===== src/rtl/frame_scheduler_pkg.sv =====
// Shared types and 1024x768@60 VGA timing constants for the vblank task scheduler.
package frame_scheduler_pkg;

    localparam int HOR_TOTAL_TIME       = 1344;
    localparam int VER_TOTAL_TIME       = 806;
    localparam int VER_ACTIVE_TIME      = 768;
    localparam int VER_BLANK_TIME       = VER_TOTAL_TIME - VER_ACTIVE_TIME;
    localparam int VBLANK_CYCLES        = VER_BLANK_TIME * HOR_TOTAL_TIME;
    localparam int DEFAULT_TASK_TIMEOUT = 16384;
    localparam int DEFAULT_NUM_TASKS    = 3;
    localparam int MAX_TASKS            = 8;

    // Worst case of every default task timing out must still fit inside one vblank.
    localparam bit DEFAULT_BUDGET_OK =
        (DEFAULT_NUM_TASKS * DEFAULT_TASK_TIMEOUT) <= VBLANK_CYCLES;

    typedef enum logic [1:0] {
        IDLE   = 2'd0,
        ISSUE  = 2'd1,
        WAIT   = 2'd2,
        FINISH = 2'd3
    } sched_state_t;

    function automatic int counter_width(input int n);
        return (n > 1) ? $clog2(n) : 1;
    endfunction

endpackage


===== src/rtl/frame_scheduler_edge_detect.sv =====
// Registered rise/fall pulse generator for a synchronous level (vblank, buttons).
module edge_detect (
    input  logic clk,
    input  logic rst,
    input  logic level,
    output logic rise,
    output logic fall
);

    logic level_d_r;
    logic rise_r;
    logic fall_r;

    // Delay the level one cycle and register the edge pulses
    always_ff @(posedge clk) begin
        if (rst) begin
            level_d_r <= 1'b0;
            rise_r    <= 1'b0;
            fall_r    <= 1'b0;
        end else begin
            level_d_r <= level;
            rise_r    <= level & ~level_d_r;
            fall_r    <= ~level & level_d_r;
        end
    end

    assign rise = rise_r;
    assign fall = fall_r;

endmodule


===== src/rtl/frame_scheduler.sv =====
// Sequences per-frame game-logic tasks inside vblank, with per-task timeout and
// overrun detection so that no drawn state changes during active video.
module frame_scheduler
    import frame_scheduler_pkg::*;
#(
    parameter int NUM_TASKS      = 3,
    parameter int TIMEOUT_CYCLES = DEFAULT_TASK_TIMEOUT,
    parameter int FRAME_CNT_W    = 16
) (
    input  logic                   clk,
    input  logic                   rst,
    input  logic                   en,
    input  logic                   vblnk,
    input  logic [NUM_TASKS-1:0]   task_done,
    input  logic                   clr_flags,
    output logic [NUM_TASKS-1:0]   task_start,
    output logic                   busy,
    output logic                   frame_done,
    output logic                   overrun,
    output logic [NUM_TASKS-1:0]   timeout_flags,
    output logic [FRAME_CNT_W-1:0] frame_cnt
);

    localparam int IDX_W = counter_width(NUM_TASKS);
    localparam int TMO_W = counter_width(TIMEOUT_CYCLES);
    localparam logic [IDX_W-1:0] IDX_LAST = IDX_W'(NUM_TASKS - 1);
    localparam logic [TMO_W-1:0] TMO_LAST = TMO_W'(TIMEOUT_CYCLES - 1);

    generate
        if (NUM_TASKS < 1 || NUM_TASKS > MAX_TASKS) begin : g_bad_num_tasks
            $error("frame_scheduler: NUM_TASKS must be in 1..8");
        end
        if (!DEFAULT_BUDGET_OK) begin : g_bad_budget
            $error("frame_scheduler: default task timeouts exceed the vblank budget");
        end
    endgenerate

    sched_state_t            state_r;
    sched_state_t            state_nxt_s;
    logic [IDX_W-1:0]        idx_r;
    logic [IDX_W-1:0]        idx_nxt_s;
    logic [TMO_W-1:0]        tmo_r;
    logic [TMO_W-1:0]        tmo_nxt_s;
    logic                    frame_start_s;
    logic                    vblank_end_s;
    logic                    done_sel_s;
    logic                    last_s;
    logic                    tmo_expired_s;
    logic                    tmo_hit_s;
    logic                    advance_s;
    logic                    overrun_s;
    logic                    cnt_inc_s;
    logic [NUM_TASKS-1:0]    start_nxt_s;
    logic [NUM_TASKS-1:0]    set_flag_s;

    logic [NUM_TASKS-1:0]    task_start_r;
    logic                    busy_r;
    logic                    frame_done_r;
    logic                    overrun_r;
    logic [NUM_TASKS-1:0]    flags_r;
    logic [FRAME_CNT_W-1:0]  frame_cnt_r;

    edge_detect u_vblnk_edge (
        .clk   (clk),
        .rst   (rst),
        .level (vblnk),
        .rise  (frame_start_s),
        .fall  (vblank_end_s)
    );

    // Next-state, task index, timeout counter and pulse decisions
    always_comb begin
        state_nxt_s   = state_r;
        idx_nxt_s     = idx_r;
        tmo_nxt_s     = tmo_r;
        cnt_inc_s     = 1'b0;
        overrun_s     = 1'b0;
        tmo_hit_s     = 1'b0;
        advance_s     = 1'b0;
        done_sel_s    = 1'b0;
        start_nxt_s   = {NUM_TASKS{1'b0}};
        set_flag_s    = {NUM_TASKS{1'b0}};
        last_s        = (idx_r == IDX_LAST);
        tmo_expired_s = (tmo_r == TMO_LAST);

        // Only the done strobe of the task currently being waited on matters
        for (int i = 0; i < NUM_TASKS; i++) begin
            done_sel_s = done_sel_s | (task_done[i] & (idx_r == IDX_W'(i)));
        end

        case (state_r)
            IDLE: begin
                if (frame_start_s && en) begin
                    state_nxt_s = ISSUE;
                    idx_nxt_s   = {IDX_W{1'b0}};
                    cnt_inc_s   = 1'b1;
                end else begin
                    state_nxt_s = IDLE;
                end
            end
            ISSUE: begin
                tmo_nxt_s = {TMO_W{1'b0}};
                if (vblank_end_s) begin
                    state_nxt_s = IDLE;
                    overrun_s   = 1'b1;
                end else begin
                    state_nxt_s = WAIT;
                end
            end
            WAIT: begin
                tmo_nxt_s = tmo_r + TMO_W'(1);
                advance_s = done_sel_s | tmo_expired_s;
                tmo_hit_s = ~done_sel_s & tmo_expired_s;
                // Completing the last task beats a coinciding end of vblank
                if (advance_s && last_s) begin
                    state_nxt_s = FINISH;
                end else if (vblank_end_s) begin
                    state_nxt_s = IDLE;
                    overrun_s   = 1'b1;
                end else if (advance_s) begin
                    state_nxt_s = ISSUE;
                    idx_nxt_s   = idx_r + IDX_W'(1);
                end else begin
                    state_nxt_s = WAIT;
                end
            end
            FINISH: begin
                state_nxt_s = IDLE;
            end
            default: begin
                state_nxt_s = IDLE;
            end
        endcase

        for (int i = 0; i < NUM_TASKS; i++) begin
            start_nxt_s[i] = (state_nxt_s == ISSUE) & (idx_nxt_s == IDX_W'(i));
            set_flag_s[i]  = tmo_hit_s & (idx_r == IDX_W'(i));
        end
    end

    // State, index and timeout counter registers
    always_ff @(posedge clk) begin
        if (rst) begin
            state_r <= IDLE;
            idx_r   <= {IDX_W{1'b0}};
            tmo_r   <= {TMO_W{1'b0}};
        end else begin
            state_r <= state_nxt_s;
            idx_r   <= idx_nxt_s;
            tmo_r   <= tmo_nxt_s;
        end
    end

    // Registered outputs; a new timeout flag takes priority over clr_flags
    always_ff @(posedge clk) begin
        if (rst) begin
            task_start_r <= {NUM_TASKS{1'b0}};
            busy_r       <= 1'b0;
            frame_done_r <= 1'b0;
            overrun_r    <= 1'b0;
            flags_r      <= {NUM_TASKS{1'b0}};
            frame_cnt_r  <= {FRAME_CNT_W{1'b0}};
        end else begin
            task_start_r <= start_nxt_s;
            busy_r       <= (state_nxt_s == ISSUE) || (state_nxt_s == WAIT);
            frame_done_r <= (state_nxt_s == FINISH);
            overrun_r    <= overrun_s;
            flags_r      <= (clr_flags ? {NUM_TASKS{1'b0}} : flags_r) | set_flag_s;
            frame_cnt_r  <= frame_cnt_r + FRAME_CNT_W'(cnt_inc_s);
        end
    end

    assign task_start    = task_start_r;
    assign busy          = busy_r;
    assign frame_done    = frame_done_r;
    assign overrun       = overrun_r;
    assign timeout_flags = flags_r;
    assign frame_cnt     = frame_cnt_r;

endmodule


===== config.mk =====
export PLATFORM = sky130hd
export DESIGN_NAME = frame_scheduler
export DESIGN_NICKNAME = d
export VERILOG_FILES = /design/src/rtl/frame_scheduler_pkg.sv /design/src/rtl/frame_scheduler_edge_detect.sv /design/src/rtl/frame_scheduler.sv
export SDC_FILE = /design/constraint.sdc
export NUM_CORES = 1
export LEC_CHECK = 0
export ABC_CLOCK_PERIOD_IN_PS = 6000
export CORE_MARGIN = 4
export CORE_UTILIZATION = 50
export CTS_CLUSTER_DIAMETER = 50
export DETAILED_ROUTE_END_ITERATION = 10
export PLACE_DENSITY = 0.75
export SLEW_MARGIN = 20
export SYNTH_ARGS = -nofsm -noshare
export SYNTH_HDL_FRONTEND = slang
export SYNTH_HIERARCHICAL = 1
export SYNTH_SLANG_ARGS = --single-unit

===== constraint.sdc =====
create_clock -name clk -period 6 [get_ports clk]
set_clock_uncertainty 0.15 [all_clocks]
set_input_delay 0.6 -clock clk [delete_from_list [all_inputs] [get_ports clk]]
set_output_delay 0.6 -clock clk [all_outputs]
set_load 0.005 [all_outputs]

==> results.md, run 1 <==
Critical path:
- For the worst setup path, the data required time is 6050 ps.
- Data arrives at the worst endpoint at around 2600 ps.
- Setup slack on the worst reg-to-reg path comes out at 3490 ps.
- The worst register-to-register path begins at idx_r[0]$_SDFF_PP0_.
- The critical path class is in2reg.
- The worst setup path is launched from an input port.
- The end of the worst register-to-register path is task_start[2]$_SDFF_PP0_.
- The worst setup path is captured at a register.
- In this run the worst path has a maximum fanout of 6.
- Measured in cells, the most critical reg-to-reg path has a length of 8.

Route:
- The routed layout has between 1,500 and 2,000 vias.
- The final wirelength is 3710 um.
- In this run, the number of DRC markers left after iteration 0 of detailed routing was 81.
- The number of nets with antenna violations after routing is 0.
- The first detailed-routing pass ran for 4 iterations.
- The total DRC errors in the routed layout is 0.
- After detailed routing, the average wire length per cell comes to between 10 and 15 um.
- Using the TritonRoute via totals, the vias-per-cell ratio works out to approximately 5.2.

Synth:
- The net count after synthesis is between 200 and 250.
- The most used flip-flop cell after synthesis is dfxtp_1.
- Dividing the synthesized area by the synthesized cell count gives between 9 and 10 sq um.
- The cell area that synthesis handed to floorplanning was ~0.0020 sq mm.
- The synthesized design contains 46 register bits.
- Yosys printed 6 warnings.
- The synthesized instance count is between 200 and 250.
- Among all cell types in the netlist, the one instantiated most often is dfxtp_1.
- Of the post-synthesis cell area, the dominant cell type holds 0.452.
- The synthesized netlist contains 39 unique library cells.
- Ranked by total cell area, the synthesized netlist is headed by dfxtp_1, xor2_1, ha_1.
- The biggest area contributor in the post-synthesis netlist is dfxtp_1.
- The share of async-settable or async-resettable flops after synthesis is 0.
- The share of synthesized area occupied by flip-flops and latches is 0.452.
- Sorting the synthesized cells by how often they occur yields dfxtp_1, nor2_1, xor2_1.
- Counting flops with a built-in enable in the synthesized netlist gives 0.

Timing:
- The minimum clock period after layout is about 2500 ps.
- The setup total negative slack is 0 ps.
- In this run the tightest slew margin relative to its limit is 0.621.
- Setup repair after global routing left no endpoint under its margin.
- The actual transition at the worst max-transition pin is about 570 ps.
- The final number of hold-violating endpoints is 0.
- The peak clock frequency supported by timing is roughly 0.40 GHz.
- The period utilization is 0.418.
- The number of max-slew violations in the final report is 0.
- The count of endpoints failing setup in the final report is 0.

Global routing:
- The via count of the first global-routing pass is about 1,500.
- The number of antenna violations at the first check in global routing was 0.
- The first global-routing pass estimated 6560 um of wire.
- The total overflow reported by the global router is 0.
- The largest net degree at the start of global routing is 34.
- The total routing resource utilization after global routing is 0.158.

Layout:
- From synthesis to final layout, the design area changed by 22.8%.
- The count of antenna diodes in the layout is 0.
- The filler-free cell count of the finished design is approximately 300.
- The number of nets in the layout is ~270.
- In the final layout, the share of cells above drive strength 1 is 0.0553.
- Counting the fill cells in the layout gives between 300 and 400.

CTS:
- Post-CTS repair changed the size of 0 cells.
- The count of buffers added by post-CTS timing repair for setup is 0.
- The number of buffers between clock root and the deepest sink is 2.
- The clock tree from TritonCTS is built.
- The hold buffer count at CTS is 0.
- The H-tree level count is 2.
- The master cell of the clock root buffer is clkbuf_8.
- The CTS buffer count is 5.
- The later pin in the worst-skew pair is clocked with a latency of 290 ps.
- After clock tree synthesis, the clock-pin slew on the worst setup and hold paths is ~80 ps.
- CTS saw 46 sinks.

Worst hold path:
- The number of instances on the worst hold path is 1.
- In this run the worst hold path is classified as reg2reg.
- The startpoint identified for the worst hold timing path is u_vblnk_edge/level_d_r$_SDFF_PP0_.
- The endpoint of the worst hold path is u_vblnk_edge/rise$_SDFF_PP0_.

Placement:
- The routability congestion estimate from global placement is 0.852.
- The placed wire-length estimate is about 2600 um.
- The number of buffer cells added on primary ports is 32.
- The total instance count after detailed placement is a little under 300.

Die:
- The initial core utilization is 0.537.
- The y dimension of the die is 71.8 um.
- The number of placement rows is 22.
- The die covers slightly above 0.005 sq mm.
- The die extent in x is between 70 and 80 um.
- The floorplan step defined a core boundary enclosing roughly 0.0038 sq mm.
- Pin placement for this block handled 33 I/O pins.

Power and ir drop:
- In this run the static leakage power is between 0.9 and 1 nW.
- The power per standard cell area is between 200 and 250 mW/mm^2.
- IR analysis of the VDD net gives a maximum drop of approximately 120 uV.

Status:
- The flow ran to the end, and the final reports show no timing, DRC or antenna violations.

Run:
- The tool flagged a number of max-cap violations equal to 0.
[kinds of logic after synthesis]
family / count (synthesis) / synth area share
and+or+nand+nor: 98 / 0.262
adders and majority gates: 11 / 0.0675
muxes: 1 / 0.00491
buffers and inverters: 18 / 0.0381
xor gates and xnor gates: 23 / 0.0988
DFF: 46 / 0.452
AOI/OAI and AO/OA: 23 / 0.0774
[cell type report]
class | instances | area, sq um | area share
clock buffers | 6 | 82.6 | 0.0330
clock inverters | 1 | 30.0 | 0.0120
inverters | 11 | 41.3 | 0.0165
multi-input cells | 156 | 1040 | 0.416
flip-flops and latches | 46 | 921 | 0.368
well taps | 48 | 60.1 | 0.0240
repair buffers | 33 | 328 | 0.131
[cells in the final DEF (no fill, tap or decap), types with 2 or more instances in the layout]
| cell | instances |
|---|---|
| nand3_1 | 6 |
| clkdlybuf4s50_1 | 32 |
| and3_1 | 3 |
| ha_1 | 11 |
| or3_1 | 5 |
| xor2_1 | 18 |
| clkbuf_8 | 6 |
| nor3_1 | 6 |
| nor2b_1 | 10 |
| nor2_1 | 36 |
| nand2_1 | 10 |
| a21oi_1 | 8 |
| nand4_1 | 11 |
| nor3b_2 | 2 |
| xnor2_1 | 5 |
| o21ai_0 | 6 |
| dfxtp_1 | 46 |
| inv_1 | 10 |
[worst max-delay path by stage]
stage / startpoint / to / slack [ps] / cells past startpoint
CTS: task_done[1] / task_start[2]$_SDFF_PP0_ / 3540 / 7
global route: idx_r[0]$_SDFF_PP0_ / task_start[2]$_SDFF_PP0_ / 3280 / 8
floorplan: idx_r[0]$_SDFF_PP0_ / task_start[0]$_SDFF_PP0_ / 3830 / 7
global placement: task_done[1] / frame_done$_SDFF_PP0_ / 3290 / 8
detailed placement: task_done[1] / task_start[2]$_SDFF_PP0_ / 3250 / 7
finish: task_done[1] / task_start[2]$_SDFF_PP0_ / 3490 / 7
[worst max-delay path: stages]
cell	delay (ps)
clkdlybuf4s50_1	410
a222oi_1	570
inv_2	150
o21ai_0	260
o31a_1	210
ha_1	190
nor4bb_1	190
[power breakdown]
group	total, mW	switching, mW	internal, mW
sequential	0.308	0.00109	0.307
clock	0.228	0.0953	0.133
combinational	0.0190	0.00995	0.00909
[stage by stage]
step / hold WS [ps] / setup slack (ps) / utilization / power [mW] / cell area, sq um
6_report: 274 / 3490 / 0.659 / 0.556 / 2500
5_1_grt: 293 / 3280 / 0.659 / 0.578 / 2500
4_1_cts: 282 / 3540 / 0.659 / 0.562 / 2500
3_5_place_dp: 271 / 3250 / 0.629 / 0.334 / 2390
3_3_place_gp: 259 / 3290 / 0.629 / 0.334 / 2390
2_1_floorplan: 248 / 3830 / - / 0.326 / 2040
[sequential cells by signal, summed over array words and instances, names as in the netlist]
signal and flops:
u_vblnk_edge/level_d_r 1, task_start 3, tmo_r 14, idx_r 2, overrun 1, timeout_flags 3
u_vblnk_edge/rise 1, frame_done 1, state_r 2, busy 1, frame_cnt 16, u_vblnk_edge/fall 1
[metal layers]
layer / vias up / wire length, um / GRT usage
met5: - / 0 / 0
met4: 0 / 57 / 0.0564
met3: 7 / 204 / 0.0421
met2: 38 / 1760 / 0.262
met1: 716 / 1690 / 0.197
li1: 817 / - / -
Note: power is estimated with default switching activity, not from simulation.
==> run 2: changes to the inputs <==
- ABC_CLOCK_PERIOD_IN_PS: 6000 -> 2400
- clock period: 6 -> 2.4 ns (I/O delays scaled with it)
==> results.md, run 2 (synthesized netlist as in run 1, its figures left out) <==
Critical path:
- The number of buffer and inverter stages on the critical path came to 3 (+1).
- The delay of the slowest cell on the worst path was 340 ps (-230 ps).
- The largest fanout on the critical path is 6 (unchanged).
- Walking the worst path, the cells encountered are inv_1 > ha_1 > a222oi_1 > buf_4 > inv_2 > o2111a_1 > a311oi_4 > and4bb_1.
- The required arrival time at the worst endpoint was 2490 ps (-3560 ps).
- The worst endpoint data arrival time came to 2350 ps (-210 ps).
- STA classifies the critical path startpoint as a register.
- The critical path class is reg2reg.
- The worst setup path is captured at a register.
- The cell with the biggest individual delay on the critical path is dfxtp_1.
- The count of cell instances traversed by the critical path is 8 (+1).
- In this design, the largest share of critical-path delay is due to compound AO/OA/AOI/OAI gates.
- The cell depth of the worst flop-to-flop path came to 8 (unchanged).

Route:
- The routed length per instance is 12.6 um (+2.0%).
- The total DRC errors in the routed layout is 0 (unchanged).
- The total number of vias was 1,631 (+3.4%).
- The number of nets with antenna violations after routing came to 0 (unchanged).
- The count of routing violations after the opening detailed-route iteration is 88 (+8.6%).
- The first-pass iteration count of the detailed router is 4 (unchanged).
- The final wirelength came to 3910 um (+5.4%).
- The average via count per standard cell was 5.24 (about the same).

CTS:
- The cell sitting at the root of the clock tree is a clkbuf_8.
- The CTS buffer count is 5 (unchanged).
- The clock-pin slew on the worst setup and hold paths is 90 ps (about the same).
- The number of buffers between clock root and the deepest sink is 2 (unchanged).
- The clock latency on the worst-skew pair was 300 ps (about the same).
- The H-tree level count was 2 (unchanged).
- The number of sinks on the clock net is 46 (unchanged).
- TritonCTS built the clock tree.
- The hold buffer count at CTS is 0 (unchanged).

Power and ir drop:
- The clock group share of total power is 0.452 (+0.041).
- The net switching power of the design is 0.292 mW (+170%).
- The power per standard cell area is 569 mW/mm^2 (+160%).
- The power share of the sequential group came to 0.513 (-0.041).
- The internal portion of total power is 1.21 mW (+170%).
- The switching part of the total power is 0.194 (+0.00269).
- The combinational power share is 0.035 (about the same).
- The peak supply drop is 531 uV (+330%).
- The static leakage is 0.998 nW (+7.2%).

Timing:
- The actual transition at the worst max-transition pin is 496 ps (-73.2 ps).
- Of the available clock period, the critical path in the final layout requires 0.941.
- The headroom to the max-slew limit was 0.667 (+0.0463).
- The final number of hold-violating endpoints is 0 (unchanged).
- After layout, the minimum clock period comes to 2260 ps.
- Based on the critical path, the design can be clocked at up to 0.443 GHz.
- The number of max-slew violations in the final report was 0 (unchanged).
- The count of endpoints failing setup in the final report is 0 (unchanged).

Layout:
- The count of antenna diodes in the layout is 0 (unchanged).
- The share of layout cells above drive strength 1 is 0.114 (+0.0587).
- The utilization after layout is 0.694 (+0.0356).
- The final instance area is 0.00264 sq mm (+5.4%).
- The number of nets in the layout came to 281 (+3.3%).
- In the layout the commonest cells are dfxtp_1, nor2_1, clkdlybuf4s50_1.
- The most common cell after layout, fill and taps aside is dfxtp_1.
- The number of flip-flops in the largest register is 16 (unchanged).
- Compared with the post-synthesis result, the final layout area differs by 29.4%.
- The filler cell count is 334 (+0.91%).

Global routing:
- The number of antenna violations at the first check in global routing is 0 (unchanged).
- The largest net degree at the start of global routing is 33 (-2.9%).
- The first-pass GRT wire length is 6800 um (+3.8%).
- The total routing resource utilization after global routing is 0.162 (+0.00398).
- The via count of the first global-routing pass came to 1,551 (+2.9%).
- The total overflow reported by the global router is 0 (unchanged).

Placement:
- The placed wire-length estimate came to 2700 um (+2.1%).
- The post-place instance area is 0.00244 sq mm (+2.2%).
- The routability congestion estimate from global placement is 0.839 (-1.5%).
- The number of buffer cells added on primary ports is 32 (unchanged).

Worst hold path:
- The path class of the tightest hold or removal check is reg2reg.
- The number of instances on the worst hold path is 1 (unchanged).

Die:
- The die extent in x was 71.8 um (unchanged).
- The y dimension of the die is 71.8 um (unchanged).
- The initial core utilization is 0.537 (unchanged).
- The number of placement rows is 22 (unchanged).
- The number of top-level design ports is 33 (unchanged).
- The total core area is 0.00380 sq mm (unchanged).
- The floorplan die area was 0.00516 sq mm (unchanged).

Run:
- The max-capacitance violation count is 0 (unchanged).

Status:
- The run finished with clean final reports.
## run 2: changes by cell type in the layout (fill, tap and decap cells not counted), sizes merged
cell	change
clkbuf	-1
bufinv	+1
clkinv	+1
buf	+9
## run 2: layer usage
layer  track usage  up-vias  routed length (um)
met5             0        -                   0
met4        0.0564        0                  64
met3        0.0379        8                 178
met2         0.267       33                1830
met1         0.207      753                1840
li1              -      837                   -
## run 2: through the flow
stage,TNS (ps),total power [mW],std cells,hold WS (ps),setup slack [ps]
floorplan,0,0.814,220,159,230
global placement,0,0.839,301,259,162
detailed placement,0,0.839,301,264,120
CTS,0,1.52,309,271,24.4
global route,-4.87,1.56,311,284,-4.87
finish,0,1.50,311,269,141
## run 2: path summary, 6_finish.rpt
path,startpoint,to,slack [ps]
max,idx_r[0]$_SDFF_PP0_,task_start[1]$_SDFF_PP0_,140
max reg2reg,idx_r[0]$_SDFF_PP0_,task_start[1]$_SDFF_PP0_,140
min,u_vblnk_edge/level_d_r$_SDFF_PP0_,u_vblnk_edge/rise$_SDFF_PP0_,270
min reg2reg,u_vblnk_edge/level_d_r$_SDFF_PP0_,u_vblnk_edge/rise$_SDFF_PP0_,270
## run 2: layout make-up
cell class                 instances  area (sq um)  share of cell area
sequential                        46           922               0.350
tap                               48          60.1              0.0228
inverter                          11          41.3              0.0157
multi-input combinational        156          1080               0.410
clock inverter                     3          68.8              0.0261
timing repair buffer              42           395               0.150
clock buffer                       5          68.8              0.0261
## run 2: timing repair
item	in CTS	in global routing
gates resized for setup	1	7
pin swaps	0	3
setup endpoints to repair	1	5
buffers inserted	0	2
## run 2: power groups by stage
| stage | logic (mW) | registers [mW] | clock network, mW |
|---|---|---|---|
| floorplan | 0.0258 | 0.788 | 0 |
| global placement | 0.0504 | 0.788 | 0 |
| detailed placement | 0.0504 | 0.788 | 0 |
| CTS | 0.0511 | 0.770 | 0.696 |
| global route | 0.0587 | 0.771 | 0.728 |
| finish | 0.0532 | 0.770 | 0.679 |
==> run 3: changes to the inputs <==
- CELL_PAD_IN_SITES_DETAIL_PLACEMENT: unset -> 0
- CELL_PAD_IN_SITES_GLOBAL_PLACEMENT: unset -> 1
- CORE_UTILIZATION: 50 -> 40
- PLACE_DENSITY: 0.75 -> unset
- PLACE_DENSITY_LB_ADDON: unset -> 0.1
==> results.md, run 3 (synthesized netlist as in run 1, its figures left out) <==
Die:
- The number of placement rows was 25 (+14%).
- The floorplan die area is 0.00630 sq mm (+22%).
- The y dimension of the die came to 79.4 um (+10%).
- The die extent in x was 79.4 um (+10%).
- The initial core utilization is 0.423 (-0.113).
- The total core area was 0.00482 sq mm (+27%).
- The number of top-level design ports is 33 (unchanged).

Layout:
- The count of antenna diodes in the layout is 0 (unchanged).
- From synthesis to final layout, the design area changed by 27.9%.
- In the layout the commonest cells are dfxtp_1, nor2_1, clkdlybuf4s50_1.
- The utilization after layout is 0.541 (-0.153).
- The number of flip-flops in the largest register is 16 (unchanged).
- The most common cell after layout, fill and taps aside is dfxtp_1.
- The number of nets in the layout is 281 (unchanged).
- The share of layout cells above drive strength 1 was 0.110 (-0.00380).

Placement:
- The routability congestion estimate from global placement is 0.785 (-6.4%).
- The placed wire-length estimate came to 2910 um (+7.9%).
- The number of buffer cells added on primary ports is 32 (unchanged).

Worst hold path:
- The worst hold path begins at u_vblnk_edge/level_d_r$_SDFF_PP0_.
- The tightest min-delay check is of the reg2reg type.

Timing:
- The number of max-slew violations in the final report is 0 (unchanged).
- The minimum clock period after layout is 2250 ps (-6.82 ps).
- The headroom to the max-slew limit is 0.625 (-0.0423).
- The final number of hold-violating endpoints is 0 (unchanged).
- The count of endpoints failing setup in the final report is 0 (unchanged).
- The peak clock frequency supported by timing is 0.444 GHz (+0.30%).
- The period utilization came to 0.938 (-0.00284).
- Setup repair after global routing could not meet its margin everywhere.
- The actual transition at the worst max-transition pin is 559 ps (+62.9 ps).

Critical path:
- The cell depth of the worst flop-to-flop path is 7 (-1).
- Traced cell by cell, the critical path runs through inv_1 > ha_1 > a222oi_1 > inv_2 > o2111a_1 > a311oi_4 > and4b_1.
- In this run the worst setup path begins at idx_r[0]$_SDFF_PP0_.
- The kind of launch point of the worst setup path is a register.
- The delay of the slowest cell on the worst path was 420 ps (+80 ps).
- The number of buffer and inverter stages on the critical path is 2 (-1).
- The largest fanout on the critical path is 6 (unchanged).
- The endpoint kind of the worst setup timing path is a register.
- The worst register-to-register path ends at task_start[0]$_SDFF_PP0_.
- The startpoint of the worst-slack reg-to-reg timing path is idx_r[0]$_SDFF_PP0_.
- Following the worst setup path forward leads to its endpoint at task_start[0]$_SDFF_PP0_.
- The worst setup path is of the reg2reg kind.
- The worst endpoint data arrival time was 2340 ps (about the same).
- The cell with the biggest individual delay on the critical path is a222oi_1.
- The kind of cell adding the most delay to the critical path is compound AO/OA/AOI/OAI gates.
- The worst-case register-to-register setup slack is 150 ps (about the same).
- The count of cell instances traversed by the critical path is 7 (-1).
- The required arrival time at the worst endpoint came to 2480 ps (about the same).

CTS:
- The number of sinks on the clock net came to 46 (unchanged).
- The clock-pin slew on the worst setup and hold paths is 80 ps (about the same).
- CTS placed an instance of clkbuf_8 at the clock tree root.
- The CTS buffer count came to 5 (unchanged).
- The clock latency on the worst-skew pair came to 290 ps (about the same).
- TritonCTS built the clock tree.
- The H-tree level count is 2 (unchanged).
- The number of buffers between clock root and the deepest sink was 2 (unchanged).

Route:
- The count of routing violations after the opening detailed-route iteration was 60 (-32%).
- The number of nets with antenna violations after routing came to 0 (unchanged).
- The average via count per standard cell was 4.77 (-9.0%).
- The routed length per instance is 12.1 um (-3.5%).
- The first-pass iteration count of the detailed router is 4 (unchanged).
- The total number of vias was 1,575 (-3.4%).
- The final wirelength came to 4000 um (+2.4%).
- The total DRC errors in the routed layout is 0 (unchanged).

Run:
- The max-capacitance violation count was 0 (unchanged).

Global routing:
- The first-pass GRT wire length is 6750 um (-0.81%).
- The total overflow reported by the global router is 0 (unchanged).
- The largest net degree at the start of global routing is 33 (unchanged).
- The number of antenna violations at the first check in global routing came to 0 (unchanged).
- The total routing resource utilization after global routing was 0.135 (-0.0273).
- The via count of the first global-routing pass is 1,464 (-5.6%).

Power and ir drop:
- The static leakage is 0.970 nW (-2.8%).
- The total power draw is 1.30 mW (-14%).
- The peak supply drop came to 377 uV (-29%).
- The power per standard cell area is 498 mW/mm^2 (-13%).

Status:
- The run finished with clean final reports.
run 3: stage by stage:
stage	hold WS [ps]	setup slack, ps	cell area, sq um	TNS [ps]	instances
6_report	277	148	2610	0	330
5_1_grt	289	-12.0	2610	-12.0	330
4_1_cts	283	75.9	2560	0	329
3_5_place_dp	275	88.9	2470	0	321
3_3_place_gp	268	137	2470	0	321
2_1_floorplan	159	230	2040	0	220
run 3: layout make-up:
cell class	count	area, sq um
clock buffers	7	86.3
clock inverters	1	5.00
fillers	484	2210
inverters	11	41.3
multi-input cells	156	1070
flip-flops and latches	46	922
well taps	67	83.8
repair buffers	42	395
run 3: worst min path at each step:
stage               slack [ps]                      endpoint  cells past startpoint
finish                     280  u_vblnk_edge/rise$_SDFF_PP0_                      1
global route               290  u_vblnk_edge/rise$_SDFF_PP0_                      1
CTS                        280  u_vblnk_edge/rise$_SDFF_PP0_                      1
detailed placement         280  u_vblnk_edge/rise$_SDFF_PP0_                      1
global placement           270  u_vblnk_edge/rise$_SDFF_PP0_                      1
floorplan                  160  u_vblnk_edge/fall$_SDFF_PP0_                      1
run 3: layer usage:
metal  wire length (um)  global-route usage  up-vias
li1                   -                   -      837
met2               1690               0.196       25
met3                169              0.0361        5
met4                 39              0.0464        0
met1               2100               0.192      708
met5                  0                   0        -
run 3: repair_timing:
item                       in CTS  in global routing
hold buffers                    0                  0
setup endpoints to repair       0                  5
setup buffers                   0                  1
gates resized for setup         0                  8
run 3: report_power, final:
group	switching [mW]	internal [mW]	total [mW]
sequential	0.00311	0.767	0.771
clock	0.244	0.232	0.476
combinational	0.0267	0.0242	0.0509
